[src/rtl/result_requant_collector.sv]
`default_nettype none
// ============================================================================
// Module   : result_requant_collector
// Purpose  : Collects flagged accumulator results from the end of the systolic
//            chain, requantizes them (multiply, floor shift, offset, saturate)
//            to DATA_WIDTH activations, tags each with its neuron index and a
//            last-of-frame flag, and buffers them in a FIFO drained through a
//            valid/ready handshake.
// Ports    : clk          - clock, rising edge
//            rst          - asynchronous active-high reset
//            input_result - {valid, accumulator[RESULT_WIDTH-1:0]}
//            out_value    - requantized activation at FIFO head
//            out_index    - neuron index of head entry
//            out_last     - head entry is neuron NEURON_COUNT-1
//            out_valid    - FIFO non-empty
//            out_ready    - consumer accepts head when out_valid && out_ready
//            fifo_count   - current FIFO occupancy
//            overflow     - sticky: a result was dropped on a full FIFO
// Notes    : NEURON_COUNT in 1..2**INDEX_WIDTH; FIFO_DEPTH a power of 2, >= 2.
// Revision : 1.0 - initial release
// ============================================================================
module result_requant_collector #(
  parameter int          DATA_WIDTH    = 8,
  parameter int          RESULT_WIDTH  = 16,
  parameter int          INDEX_WIDTH   = 10,
  parameter int          NEURON_COUNT  = 4,
  parameter int unsigned MULTIPLIER    = 1,
  parameter int          MULT_WIDTH    = 16,
  parameter int          SHIFT         = 0,
  parameter int unsigned OUTPUT_OFFSET = 0,
  parameter int          FIFO_DEPTH    = 8
) (
  input  logic                          clk,
  input  logic                          rst,
  input  logic [RESULT_WIDTH:0]         input_result,
  output logic [DATA_WIDTH-1:0]         out_value,
  output logic [INDEX_WIDTH-1:0]        out_index,
  output logic                          out_last,
  output logic                          out_valid,
  input  logic                          out_ready,
  output logic [$clog2(FIFO_DEPTH):0]   fifo_count,
  output logic                          overflow
);

  localparam int c_prod_w = RESULT_WIDTH + MULT_WIDTH;
  localparam int c_sum_w  = c_prod_w + 1;
  localparam int c_addr_w = $clog2(FIFO_DEPTH);
  localparam int c_ptr_w  = c_addr_w + 1;

  localparam logic [MULT_WIDTH-1:0]  c_mult     = MULT_WIDTH'(MULTIPLIER);
  localparam logic [c_sum_w-1:0]     c_offset   = c_sum_w'(OUTPUT_OFFSET);
  localparam logic [c_sum_w-1:0]     c_sat_max  = c_sum_w'({DATA_WIDTH{1'b1}});
  localparam logic [INDEX_WIDTH-1:0] c_last_idx = INDEX_WIDTH'(NEURON_COUNT - 1);
  localparam logic [c_ptr_w-1:0]     c_depth    = c_ptr_w'(FIFO_DEPTH);

  // --------------------------------------------------------------------------
  // Stage 1: capture, full-width multiply, neuron tagging
  // --------------------------------------------------------------------------
  logic                   w_in_valid;
  logic [c_prod_w-1:0]    w_prod;
  logic [INDEX_WIDTH-1:0] r_neuron_cnt;
  logic                   r_s1_valid;
  logic [c_prod_w-1:0]    r_s1_prod;
  logic [INDEX_WIDTH-1:0] r_s1_tag;
  logic                   r_s1_last;

  assign w_in_valid = input_result[RESULT_WIDTH];
  assign w_prod     = c_prod_w'(input_result[RESULT_WIDTH-1:0]) * c_prod_w'(c_mult);

  always_ff @(posedge clk or posedge rst) begin
    if (rst) begin
      r_neuron_cnt <= '0;
      r_s1_valid   <= 1'b0;
      r_s1_prod    <= '0;
      r_s1_tag     <= '0;
      r_s1_last    <= 1'b0;
    end else begin
      r_s1_valid <= w_in_valid;
      if (w_in_valid) begin
        r_s1_prod    <= w_prod;
        r_s1_tag     <= r_neuron_cnt;
        r_s1_last    <= (r_neuron_cnt == c_last_idx);
        r_neuron_cnt <= (r_neuron_cnt == c_last_idx) ? '0 : r_neuron_cnt + 1'b1;
      end
    end
  end

  // --------------------------------------------------------------------------
  // Stage 2: floor shift, offset (one bit of headroom), saturate
  // --------------------------------------------------------------------------
  logic [c_prod_w-1:0]    w_shifted;
  logic [c_sum_w-1:0]     w_sum;
  logic [DATA_WIDTH-1:0]  w_sat;
  logic                   r_s2_valid;
  logic [DATA_WIDTH-1:0]  r_s2_value;
  logic [INDEX_WIDTH-1:0] r_s2_tag;
  logic                   r_s2_last;

  assign w_shifted = r_s1_prod >> SHIFT;
  assign w_sum     = c_sum_w'(w_shifted) + c_offset;
  assign w_sat     = (w_sum > c_sat_max) ? {DATA_WIDTH{1'b1}} : w_sum[DATA_WIDTH-1:0];

  always_ff @(posedge clk or posedge rst) begin
    if (rst) begin
      r_s2_valid <= 1'b0;
      r_s2_value <= '0;
      r_s2_tag   <= '0;
      r_s2_last  <= 1'b0;
    end else begin
      r_s2_valid <= r_s1_valid;
      if (r_s1_valid) begin
        r_s2_value <= w_sat;
        r_s2_tag   <= r_s1_tag;
        r_s2_last  <= r_s1_last;
      end
    end
  end

  // --------------------------------------------------------------------------
  // Output FIFO: extra pointer MSB separates full from empty
  // --------------------------------------------------------------------------
  localparam int c_entry_w = DATA_WIDTH + INDEX_WIDTH + 1;

  logic [c_entry_w-1:0]   r_mem [FIFO_DEPTH];
  logic [c_ptr_w-1:0]     r_wr_ptr;
  logic [c_ptr_w-1:0]     r_rd_ptr;
  logic [c_ptr_w-1:0]     w_count;
  logic [c_ptr_w-1:0]     w_rd_next;
  logic [c_ptr_w-1:0]     w_remaining;
  logic                   w_empty;
  logic                   w_full;
  logic                   w_pop;
  logic                   w_push;
  logic [c_entry_w-1:0]   w_wr_entry;
  logic [DATA_WIDTH-1:0]  r_head_value;
  logic [INDEX_WIDTH-1:0] r_head_index;
  logic                   r_head_last;
  logic                   r_overflow;

  assign w_count     = r_wr_ptr - r_rd_ptr;
  assign w_empty     = (w_count == '0);
  assign w_full      = (w_count == c_depth);
  assign w_pop       = !w_empty && out_ready;
  // A full FIFO still accepts the write when the head leaves on the same edge.
  assign w_push      = r_s2_valid && (!w_full || w_pop);
  assign w_rd_next   = r_rd_ptr + c_ptr_w'(w_pop);
  // Entries still stored after this edge's pop, not counting this edge's push.
  assign w_remaining = w_count - c_ptr_w'(w_pop);
  assign w_wr_entry  = {r_s2_value, r_s2_tag, r_s2_last};

  always_ff @(posedge clk) begin
    if (w_push) begin
      r_mem[r_wr_ptr[c_addr_w-1:0]] <= w_wr_entry;
    end
  end

  // The head is kept in its own registers so the outputs hold their last
  // value when the FIFO runs empty instead of exposing stale storage.
  always_ff @(posedge clk or posedge rst) begin
    if (rst) begin
      r_wr_ptr     <= '0;
      r_rd_ptr     <= '0;
      r_head_value <= '0;
      r_head_index <= '0;
      r_head_last  <= 1'b0;
      r_overflow   <= 1'b0;
    end else begin
      r_rd_ptr <= w_rd_next;
      if (w_push) begin
        r_wr_ptr <= r_wr_ptr + 1'b1;
      end
      if (w_remaining != '0) begin
        {r_head_value, r_head_index, r_head_last} <= r_mem[w_rd_next[c_addr_w-1:0]];
      end else if (w_push) begin
        {r_head_value, r_head_index, r_head_last} <= w_wr_entry;
      end
      if (r_s2_valid && w_full && !w_pop) begin
        r_overflow <= 1'b1;
      end
    end
  end

  assign out_value  = r_head_value;
  assign out_index  = r_head_index;
  assign out_last   = r_head_last;
  assign out_valid  = !w_empty;
  assign fifo_count = w_count;
  assign overflow   = r_overflow;

endmodule
`default_nettype wire

[config.mk]
export PLATFORM = sky130hd
export DESIGN_NAME = result_requant_collector
export DESIGN_NICKNAME = d
export VERILOG_FILES = /design/src/rtl/result_requant_collector.sv
export SDC_FILE = /design/constraint.sdc
export NUM_CORES = 1
export LEC_CHECK = 0
export BUFFER_PORTS_ARGS = -buffer_cell sky130_fd_sc_hd__buf_2
export CORE_UTILIZATION = 40
export CTS_CLUSTER_DIAMETER = 120
export DETAILED_ROUTE_END_ITERATION = 7
export MAX_ROUTING_LAYER = met4
export SYNTH_ARGS = -nofsm -noshare
export SYNTH_HDL_FRONTEND = slang
export SYNTH_SLANG_ARGS = --single-unit
[constraint.sdc]
create_clock -name clk -period 11.75 [get_ports clk]
set_clock_uncertainty 0.05 [all_clocks]
set_input_delay 2.9375 -clock clk [delete_from_list [all_inputs] [get_ports clk]]
set_output_delay 2.9375 -clock clk [all_outputs]
set_load 0.05 [all_outputs]
==> key figures, run 1 <==
Run status
  • Status: complete, no violations

Worst setup path
  • Startpoint types: flip-flop
  • Largest fanout on the critical path: 7
  • Slowest cell on the critical path: dfrtp_1
  • Setup CP Type: reg -> out
  • CP max stage delay: 0.51 ns
  • Arrival @ worst endpoint: 2.58 ns
  • Reg2reg path depth: 11
  • Data required time of the worst path: 8.76 ns
  • RR Startpoint: r_wr_ptr[0]
  • CP cell instances: inv_1 -> ha_1 -> fa_1 -> xor2_1 -> o2111ai_1 -> buf_2
  • R2R Setup Slk: 7.71 ns
  • Worst r2r dst: out_index[3]
  • Worst setup EP type: output pin

Yosys
  • Top post-synthesis cells by area: edfxtp_1 (49%), dfrtp_1 (23%), mux4_2 (9.1%)
  • Syn_nets: 519
  • Yosys cell types: 40
  • Most frequent cell after synthesis: edfxtp_1
  • Syn Inst Count: slightly below 500
  • Post-synth EDFFs: 152
  • FF+latch count, synth: 238
  • Synth async-reset ratio: 0.361
  • Area leader, netlist: edfxtp_1
  • Main synth FF type: edfxtp_1
  • Ys Warns: 0
  • Synth top area share: 0.486
  • Most common library cells after synthesis: edfxtp_1 (152), dfrtp_1 (86), mux2i_1 (57)
  • Post-Syn Area: 9390 um2
  • Sequential fraction of the synthesis area: 0.715
  • Synth Area per Inst: ~19 um2

STA
  • Final hold violations: 0
  • Worst-Margin Slew: 1.01 ns
  • Setup-failing EPs final: 0
  • Crit path time final: 5.57 ns
  • Slew Limit Headroom: 0.324
  • Fmax: around 180 MHz
  • Tcrit/Tclk final: 0.474
  • Final Slew Violations: 0
  • RSZ-0062 raised after global routing: false
  • Total Neg Setup Slack: 0 ns

Clocking
  • Clock latency on the worst-skew pair: 0.53 ns
  • Cts bufs inserted: 26
  • CTS resizes: 0
  • Hold Buf Count CTS: 0
  • CTS tree: yes
  • Clk slew on worst S/H paths: around 0.06 ns
  • H-tree depth: 1
  • Post-CTS Setup Inserts: 0
  • Num Clock Sinks: 238
  • Clock tree buffer depth: 3
  • CTS root buffer: clkbuf_16

Power
  • Static Leakage: ~0.0041 uW
  • Power Dens Cells: 290 nW/um2
  • VDD IR-drop max: 0.275 mV

Detailed routing
  • Initial DRC count: 274
  • Via Count: 4600
  • Final WL: 18300 um
  • DR WL/cell: slightly above 20 um
  • Vias/cell: 5.19
  • Residual DRC: 0
  • ANT nets after route: 0
  • First drt pass iteration count: 4

Global route
  • Vias in the first global route: roughly 4900
  • First-pass GRT wire length: around 29000 um
  • Initial antenna violation count: 0
  • GRT Util Overall: 0.166
  • Grt total ovfl: 0
  • Largest net degree at the start of global routing: between 50 and 60

Die
  • Initial Util: 0.411
  • Die span in x: 155 um
  • Io pins: 45
  • Die Footprint: 24100 um2
  • Core area: 22800 um2
  • Cell row count: 55
  • Die Y: 155 um

Placement
  • Port buffer count: 44
  • Placer Congestion: 0.738
  • Placement Cell Area: 10000 um2
  • Post-DP HPWL: 10400 um

Hold path
  • Worst min-delay path class: reg -> reg
  • Hold Path Depth: 1
  • Critical hold path startpoint: overflow
  • WHS Endpoint: overflow

Final layout
  • # fillers: 1933
  • Number of diodes: 0
  • Layout area overhead: 16.2%
  • Share of layout cells above drive strength 1: 0.333
  • Fin nets: 582
  • Cell area after layout: 10900 um2

Flow run
  • Max-cap violations: 0
[layout make-up]
| type | instances | area, um2 | share of cell area |
|---|---|---|---|
| Clock buffer | 29 | 662 | 0.0606 |
| Clock inverter | 19 | 218 | 0.0199 |
| Inverter | 11 | 42.5 | 0.00390 |
| Multi-Input combinational cell | 219 | 2570 | 0.235 |
| Sequential cell | 238 | 6720 | 0.615 |
| Tap cell | 313 | 392 | 0.0359 |
| Timing Repair Buffer | 57 | 318 | 0.0291 |
[worst max path at each step]
stage	startpoint	end	cells past startpoint
after floorplan	out_ready	r_mem[4][0]	3
after global placement	out_ready	out_index[1]	7
after detailed placement	out_ready	out_index[3]	7
after CTS	r_wr_ptr[0]	out_valid	6
after global routing	r_wr_ptr[0]	out_valid	6
final	r_wr_ptr[0]	out_valid	6
[through the flow]
| step | utilization | hold WS [ns] | total power, uW | setup WS (ns) | std cells |
|---|---|---|---|---|---|
| 4_1_cts | 0.478 | 0.421 | 3220 | 6.16 | 886 |
| 3_3_place_gp | 0.439 | 0.392 | 2350 | 6.51 | 838 |
| 5_1_grt | 0.478 | 0.447 | 3330 | 6.05 | 886 |
| 3_5_place_dp | 0.439 | 0.407 | 2390 | 6.46 | 838 |
| 6_report | 0.478 | 0.414 | 3170 | 6.18 | 886 |
| 2_1_floorplan | - | 0.320 | 2110 | 6.13 | 490 |
[state kept, by name, indices dropped and copies added (netlist names)]
register      cells
out_index        10
out_last          1
out_value         8
overflow          1
r_mem           152
r_neuron_cnt     10
r_rd_ptr          4
r_s1_last         1
r_s1_prod        16
r_s1_tag         10
r_s1_valid        1
r_s2_last         1
r_s2_tag         10
r_s2_valid        1
r_s2_value        8
r_wr_ptr          4
[cells by family (layout without fill, tap and decap cells)]
logic type	Yosys count	count (layout)	share of synthesized area
xor+xnor	15	15	0.0140
fa+ha+maj	9	9	0.0128
mux	133	133	0.197
simple gates	41	41	0.0234
flops	238	238	0.715
compound gates	21	21	0.0198
buf+inv	33	116	0.0175
[report_power, final]
part | total, uW | switching [uW] | leakage [uW] | internal [uW]
registers | 1190 | 114 | 0.00229 | 1080
logic | 1150 | 686 | 0.00133 | 464
clock network | 824 | 327 | 0.000438 | 497
[per-layer routing]
metal / global-route usage / part of all wire
met5: - / 0
met4: 0.0476 / 0.021
met3: 0.0214 / 0.036
met2: 0.276 / 0.50
met1: 0.213 / 0.44
[cells in the final DEF (no fill, tap or decap), types with 7 or more instances in the layout]
cell type	count
edfxtp_1	152
dfrtp_1	86
mux2i_1	57
buf_2	44
mux4_2	38
mux2_2	37
clkbuf_16	26
buf_4	13
clkinv_2	11
xnor2_1	10
inv_1	10
nand2_1	8
o22a_1	8
ha_1	7
[worst max-delay path: cells and delay by family (launching register included)]
kind                       cells  cell delay, ns
DFF                            1            0.51
buffers and inverters          2            0.38
xor gates and xnor gates       1            0.34
AOI/OAI and AO/OA              1            0.20
adders and majority gates      2            0.62
(Power assumes the default switching activity.)
==> run 2, diff against run 1 <==
==> constraint.sdc (replaced) <==
create_clock -name clk -period 4.56 [get_ports clk]
set_clock_uncertainty 0.05 [all_clocks]
set_input_delay 1.14 -clock clk [delete_from_list [all_inputs] [get_ports clk]]
set_output_delay 1.14 -clock clk [all_outputs]
set_load 0.05 [all_outputs]
==> run 2 against run 1 <==
Clock-buffer cell count up 1. Critical path depth is 6 higher. Routed wire length is 1.4% lower. Critical path type is now reg -> reg.
==> key figures, run 2 (synthesis gave the netlist of run 1 again) <==
Clocking
  • Clock tree buffer depth: 3
  • Cts bufs inserted: 25
  • H-tree depth: 1
  • Hold Buf Count CTS: 0
  • CTS root buffer: clkbuf_16
  • Num Clock Sinks: 238
  • Post-CTS Setup Inserts: 0
  • CTS resizes: 0
  • Clock latency on the worst-skew pair: approximately 0.51 ns
  • CTS tree: yes
  • Clk slew on worst S/H paths: 0.06 ns

STA
  • Final hold violations: 0
  • Fmax: 260 MHz
  • RSZ-0062 raised after global routing: false
  • Final Slew Violations: 0
  • Worst-Margin Slew: 1.05 ns
  • Setup-failing EPs final: 0
  • Tcrit/Tclk final: 0.843
  • Hold slack final: 0.413 ns
  • Total Neg Setup Slack: 0 ns
  • Crit path time final: 3.84 ns
  • Slew Limit Headroom: 0.302

Global route
  • GRT Util Overall: 0.165
  • Initial antenna violation count: 0
  • First-pass GRT wire length: slightly below 30000 um
  • Grt total ovfl: 0
  • Largest net degree at the start of global routing: 40
  • Vias in the first global route: 5020

Worst setup path
  • Largest fanout on the critical path: 39
  • CP delay by family, top: adder cells
  • Worst setup EP type: flip-flop
  • Data required time of the worst path: 4.89 ns
  • Setup CP Type: reg -> reg
  • Arrival @ worst endpoint: 4.17 ns
  • CP max stage delay: ~0.50 ns
  • R2R Setup Slk: 0.72 ns
  • Reg2reg path depth: 12
  • Slowest cell on the critical path: dfrtp_1
  • CP cell instances: inv_1 -> ha_1 -> fa_1 -> xor2_1 -> o2111ai_1 -> and2_1 -> ha_2 -> ha_1 -> buf_4 -> mux4_2 -> mux2i_1 -> mux2i_1
  • Worst r2r dst: out_index[0]
  • RR Startpoint: r_wr_ptr[0]
  • Worst Path Buf+Inv: 2
  • Startpoint types: flip-flop

Final layout
  • Commonest non-fill, non-tap cell in the layout: edfxtp_1
  • Cell area after layout: ~11000 um2
  • Seq. cell area: 6720 um2
  • Max reg flops: about 150
  • Number of diodes: 0
  • Layout area overhead: 15.8%
  • Multi-input logic area: 2570 um2
  • # fillers: ~1900
  • Commonest cells after routing, fill and taps aside: edfxtp_1 (152), dfrtp_1 (86), mux2i_1 (57)
  • Post-route non-filler standard cell count: a little under 900
  • Fin nets: approximately 580
  • Share of layout cells above drive strength 1: 0.325

Placement
  • Post-DP HPWL: 10600 um
  • Placer Congestion: 0.736
  • Port buffer count: 44
  • Placement Cell Area: 10100 um2
  • Placed Cells: 840

Die
  • Die Footprint: around 24000 um2
  • Io pins: 45
  • Die span in x: 155 um
  • Cell row count: 55
  • Core area: 22800 um2
  • Die Y: about 160 um
  • Initial Util: 0.411

Detailed routing
  • First drt pass iteration count: 4
  • Final WL: 18100 um
  • Via Count: 4611
  • Initial DRC count: 308
  • ANT nets after route: 0
  • DR WL/cell: 20.4 um
  • Residual DRC: 0
  • Vias/cell: 5.20

Hold path
  • Hold Path Depth: 1
  • WHS Endpoint: overflow
  • Worst min-delay path class: reg -> reg
  • Critical hold path startpoint: overflow

Power
  • Static Leakage: 0.00404 uW
  • Power Dens Cells: 742 nW/um2
  • Total Power: 8070 uW
  • VDD IR-drop max: 0.607 mV

Flow run
  • Max-cap violations: 0

Run status
  • Status: complete, no violations
==> run 2: cell type report <==
type | instances | area share
Clock buffer | 30 | 0.0611
Clock inverter | 16 | 0.0139
Inverter | 11 | 0.00391
Multi-Input combinational cell | 219 | 0.236
Sequential cell | 238 | 0.617
Tap cell | 313 | 0.0360
Timing Repair Buffer | 59 | 0.0317
==> run 2: how the worst max path moves through the flow <==
stage                            from      endpoint  slack [ns]  depth (start not counted)
after floorplan           r_wr_ptr[0]  out_index[0]        0.41                         13
after global placement    r_wr_ptr[0]  out_value[1]        0.90                         12
after detailed placement  r_wr_ptr[0]  out_index[0]        0.73                         12
after CTS                 r_wr_ptr[0]  out_index[0]        0.71                         12
after global routing      r_wr_ptr[0]  out_index[7]        0.51                         12
final                     r_wr_ptr[0]  out_index[0]        0.72                         12
==> run 2: report_power, final <==
part,total (uW),switching (uW),internal [uW]
Combinational,3000,1780,1230
Sequential,3070,291,2780
Clock,2000,796,1200
Total,8070,2860,5210
==> run 2: metal layers <==
layer | wire [um] | vias to the layer above | global-route usage
met5 | 0 | - | -
met2 | 8770 | 117 | 0.267
met3 | 1080 | 26 | 0.0214
met4 | 296 | 0 | 0.0453
met1 | 7910 | 2419 | 0.221
li1 | - | 2049 | -
==> run 2: stage by stage <==
stage	worst slack, ns	utilization
3_5_place_dp	0.732	0.440
6_report	0.716	0.476
5_1_grt	0.509	0.476
3_3_place_gp	0.898	0.440
4_1_cts	0.707	0.476
2_1_floorplan	0.406	-
